==> config.mk <==
export PLATFORM = sky130hd
export DESIGN_NAME = tff_bank_scheduler
export DESIGN_NICKNAME = d
export VERILOG_FILES = /design/src/rtl/tff_bank_scheduler.sv
export SDC_FILE = /design/constraint.sdc
export NUM_CORES = 1
export LEC_CHECK = 0
export ABC_AREA = 1
export BUFFER_PORTS_ARGS = -buffer_cell sky130_fd_sc_hd__buf_4
export CORE_MARGIN = 5
export CORE_UTILIZATION = 52
export DETAILED_ROUTE_END_ITERATION = 10
export PLACE_DENSITY = 0.86
export SETUP_SLACK_MARGIN = 0.1
export SLEW_MARGIN = 25
export SYNTH_ARGS = -nofsm -noshare
export SYNTH_HDL_FRONTEND = slang
export SYNTH_SLANG_ARGS = --single-unit
==> constraint.sdc <==
create_clock -name clk -period 4.7 [get_ports clk]
set_input_delay 0.94 -clock clk [delete_from_list [all_inputs] [get_ports clk]]
set_output_delay 0.94 -clock clk [all_outputs]
set_load 0.05 [all_outputs]
==> src/rtl/tff_bank_scheduler.sv <==
// tff_bank_scheduler: round-robin arbiter that shares one WIDTH-bit bank of
// toggle flip-flops among NREQ requesters. A winner's mask is latched in GRANT
// and toggled into the bank in APPLY, which also carries a one-cycle ack.
// Optional build macro TFF_SCHED_BURST_EN: APPLY may chain straight into the
// next GRANT when other requests are pending (one operation every 2 cycles).
module tff_bank_scheduler #(
  parameter int NREQ  = 4,
  parameter int WIDTH = 8,
  localparam int PTRW = $clog2(NREQ)
) (
  input  logic                    clk,
  input  logic                    rst,
  input  logic [NREQ-1:0]         req,
  input  logic [NREQ*WIDTH-1:0]   mask,
  output logic [NREQ-1:0]         grant,
  output logic [NREQ-1:0]         ack,
  output logic                    busy,
  output logic [WIDTH-1:0]        q
);

  typedef enum logic [1:0] {
    IDLE  = 2'd0,
    GRANT = 2'd1,
    APPLY = 2'd2
  } state_t;

  state_t            state_reg, state_next;
  logic [PTRW-1:0]   ptr_reg;
  logic [PTRW-1:0]   win_reg, win_next;
  logic [WIDTH-1:0]  mask_reg;
  logic [WIDTH-1:0]  q_reg;
  logic              load_win;
  logic [NREQ-1:0]   win_onehot;
  logic [NREQ-1:0]   req_eff;
  logic [WIDTH-1:0]  mask_sel;
  logic [PTRW-1:0]   ptr_inc;

  // One-hot decode of the registered winner
  genvar gi;
  generate
    for (gi = 0; gi < NREQ; gi++) begin : g_dec
      assign win_onehot[gi] = (win_reg == PTRW'(gi));
    end
  endgenerate

  assign busy  = (state_reg != IDLE);
  assign grant = busy ? win_onehot : '0;
  assign ack   = (state_reg == APPLY) ? win_onehot : '0;

  // During APPLY the bank output already shows the toggled value so that q and
  // ack become visible together; q_reg commits the same value as APPLY ends.
  assign q = (state_reg == APPLY) ? (q_reg ^ mask_reg) : q_reg;

  // The requester being acked this cycle never competes for the next grant
  assign req_eff  = req & ~ack;
  assign mask_sel = mask[win_reg*WIDTH +: WIDTH];
  assign ptr_inc  = (win_reg == PTRW'(NREQ-1)) ? '0 : win_reg + 1'b1;

  // Round-robin search: first set request at or above the pointer, wrapping
  always_comb begin
    logic             found;
    logic [PTRW:0]    sum;
    found    = 1'b0;
    sum      = '0;
    win_next = ptr_reg;
    for (int off = 0; off < NREQ; off++) begin
      sum = {1'b0, ptr_reg} + (PTRW+1)'(off);
      if (sum >= (PTRW+1)'(NREQ)) begin
        sum = sum - (PTRW+1)'(NREQ);
      end
      if (!found && req_eff[sum[PTRW-1:0]]) begin
        found    = 1'b1;
        win_next = sum[PTRW-1:0];
      end
    end
  end

  // Next-state logic
  always_comb begin
    state_next = state_reg;
    load_win   = 1'b0;
    case (state_reg)
      IDLE: begin
        if (|req_eff) begin
          state_next = GRANT;
          load_win   = 1'b1;
        end
      end
      GRANT: begin
        state_next = APPLY;
      end
      APPLY: begin
`ifdef TFF_SCHED_BURST_EN
        if (|req_eff) begin
          state_next = GRANT;
          load_win   = 1'b1;
        end else begin
          state_next = IDLE;
        end
`else
        state_next = IDLE;
`endif
      end
      default: begin
        state_next = IDLE;
      end
    endcase
  end

  // State, winner, latched mask, pointer and toggle bank registers
  always_ff @(posedge clk) begin
    if (rst) begin
      state_reg <= IDLE;
      ptr_reg   <= '0;
      win_reg   <= '0;
      mask_reg  <= '0;
      q_reg     <= '0;
    end else begin
      state_reg <= state_next;
      if (load_win) begin
        win_reg <= win_next;
      end
      // Pointer advances on entry to APPLY so a chained arbitration from APPLY
      // already sees the rotated priority.
      if (state_reg == GRANT) begin
        mask_reg <= mask_sel;
        ptr_reg  <= ptr_inc;
      end
      if (state_reg == APPLY) begin
        q_reg <= q_reg ^ mask_reg;
      end
    end
  end

endmodule
==> flow_summary.toml <==
[cells_and_area]
finalNetCount = 328
drive_gt1_share_pct = 27.4
syn2layout_area_growth_pct = 30.8
final_cells = 316
multi_input_area_sq_um = 870
n_antenna_cell = 0
num-fill-cells = 262
regArea_sq_um = 440

[clock_network]
htreeDepth = 1
root_buffer = "clkbuf_4"
numCtsBuffers = 3
post_cts_buffers = 0
cts_tree = "yes"
ctsResizeCount = 0
clk_latency_ps = 310
path_clk_slew_ps = 120
cts_num_sinks = 22
ctsLongestPathBuffers = 2
cts_hold_buf = 0

[place]
place_inst = 312
port_buffers = 54
gp_congestion = 0.824
hpwl_mm = 2.85

[yosys]
synth.yosys.warnings = 0
yosys.cell_types.count = 25
synth.net_count = 278
netlist_area_sq_um = 1460
syn_avg_cell_area_sq_um = 6.19
ys_seq_area_share_pct = 30.1
synthCells = 236
ys_ff_latch = 22

[flow_run]
drv_cap = 0

[floorplan]
chipWidth_microns = 63.0
coreArea_sq_um = 2730
ios = 55
die_h_microns = 63.0
start_util_pct = 53.5
die-area_sq_um = 3970
row_count = 19

[timing]
worst-slew-pin-transition_ps = 621
skew_ps = 10.8
fin_crit_sh_pct = 67.1
layout_min_cycle_time_ps = 3150
slew_headroom_pct = 58.5
worst_hold_slack_ps = 493
finalHoldViolations = 0
rsz0062_at_grt = "no"
setup_tns_ps = 0
maxSlewViolCount = 0
setup_violations = 0
max_freq_mhz = 317

[power]
p_leak_nw = 1.04
irDropWorstVdd_uv = 277
p_total_mw = 0.644
power_density_nw_per_um2 = 337

[route]
routed_wl_mm = 3.73
drtIter0Drc = 97
drt_pass1_iterations = 4
remaining_drc_errors = 0
ant_nets = 0
avgViaCountPerCell = 5.16
vias = 1629
wire_per_inst_microns = 11.8

[global_routing]
grt_pass1_wl_mm = 6.35
grt_pass1_vias = 1443
globalRouteOverflowTotal = 0
antenna_found_initial = 0
grt_use_total_pct = 19.3
grt_max_degree = 21

[critical_path]
critPathLaunchType = "flop"
endpoint_kind = "primary output"
path_class = "flop to primary output"
cp_data_arrival_time_ps = 2210
cp_max_fo = 20
cp.required_ps = 3760

[worst_hold_path]
hold_class = "flop to flop"

[outcome]
status = "finished, final reports clean"
## cell usage in the layout (no fill, tap or decap), types with 3 or more instances in the layout
master    instances
a21oi_1           9
buf_4            54
clkbuf_4          3
dfxtp_1          22
ha_1              4
inv_1            26
nand2_1          48
nand2_2           4
nand3_1          21
nor2_1           39
o21ai_0          26
o22ai_1           8
or2_2             8
## per-layer routing
| metal | global-route usage [%] | wire length [microns] | vias to the layer above |
|---|---|---|---|
| met2 | 32.1 | 1710 | 68 |
| met4 | 5.57 | 28 | 0 |
| met5 | 0 | 0 | - |
| met3 | 5.40 | 362 | 2 |
| met1 | 24.1 | 1630 | 703 |
| li1 | - | - | 856 |
## final timing paths
kind,start,slack (ps),end,cells after the start
hold / removal,q_reg[3],490,q_reg[3],2
setup / recovery,win_reg[0],1550,ack[2],5
setup reg to reg,win_reg[0],2130,win_reg[1],14
hold reg to reg,q_reg[3],490,q_reg[3],2
## cells in the mapped netlist (all sizes together)
cell type	count	area, sq um
ha	4	50.1
buf	3	23.8
o31ai	1	7.51
dfxtp	22	440
or2	8	50.1
clkbuf	6	22.5
nand3	21	105
nand4	1	6.26
nor2	42	170
nand2	53	216
inv	28	105
o22ai	8	50.1
a21oi	10	53.8
xor2	2	25.0
o21ai	27	135
## cell type report
class	instances	area share, %
tap	31	2.03
sequential	22	23.0
clock buffer	3	1.18
clock inverter	1	1.57
timing repair buffer	54	21.2
inverter	28	5.50
multi-input combinational	177	45.5
## worst max-delay path, stage by stage, from the launching register on
cell and delay (ps):
dfxtp_1 740, inv_1 440, ha_1 340, nand3_1 140
inv_1 60, buf_4 180
## metrics by stage
| stage | setup WS, ps | utilization (%) | cell area, sq um |
|---|---|---|---|
| after floorplan | 2070 | - | 1460 |
| after global placement | 2000 | 68.0 | 1860 |
| after detailed placement | 1960 | 68.0 | 1860 |
| after CTS | 1600 | 69.9 | 1910 |
| after global routing | 1330 | 69.9 | 1910 |
| final | 1550 | 69.9 | 1910 |
## report_power, final
group / total (mW) / internal [mW] / switching, mW
Combinational: 0.266 / 0.101 / 0.165
Clock: 0.142 / 0.0862 / 0.0557
Sequential: 0.236 / 0.205 / 0.0308
Total: 0.644 / 0.392 / 0.252
## kinds of logic after synthesis
kind of cell               share of synthesized area, %
AOI/OAI and AO/OA                                  16.9
xor gates and xnor gates                           1.71
adders and majority gates                          3.42
buffers and inverters                              10.4
DFF                                                30.1
and+or+nand+nor                                    37.5
No activity file was read; power rests on OpenSTA's default activity.
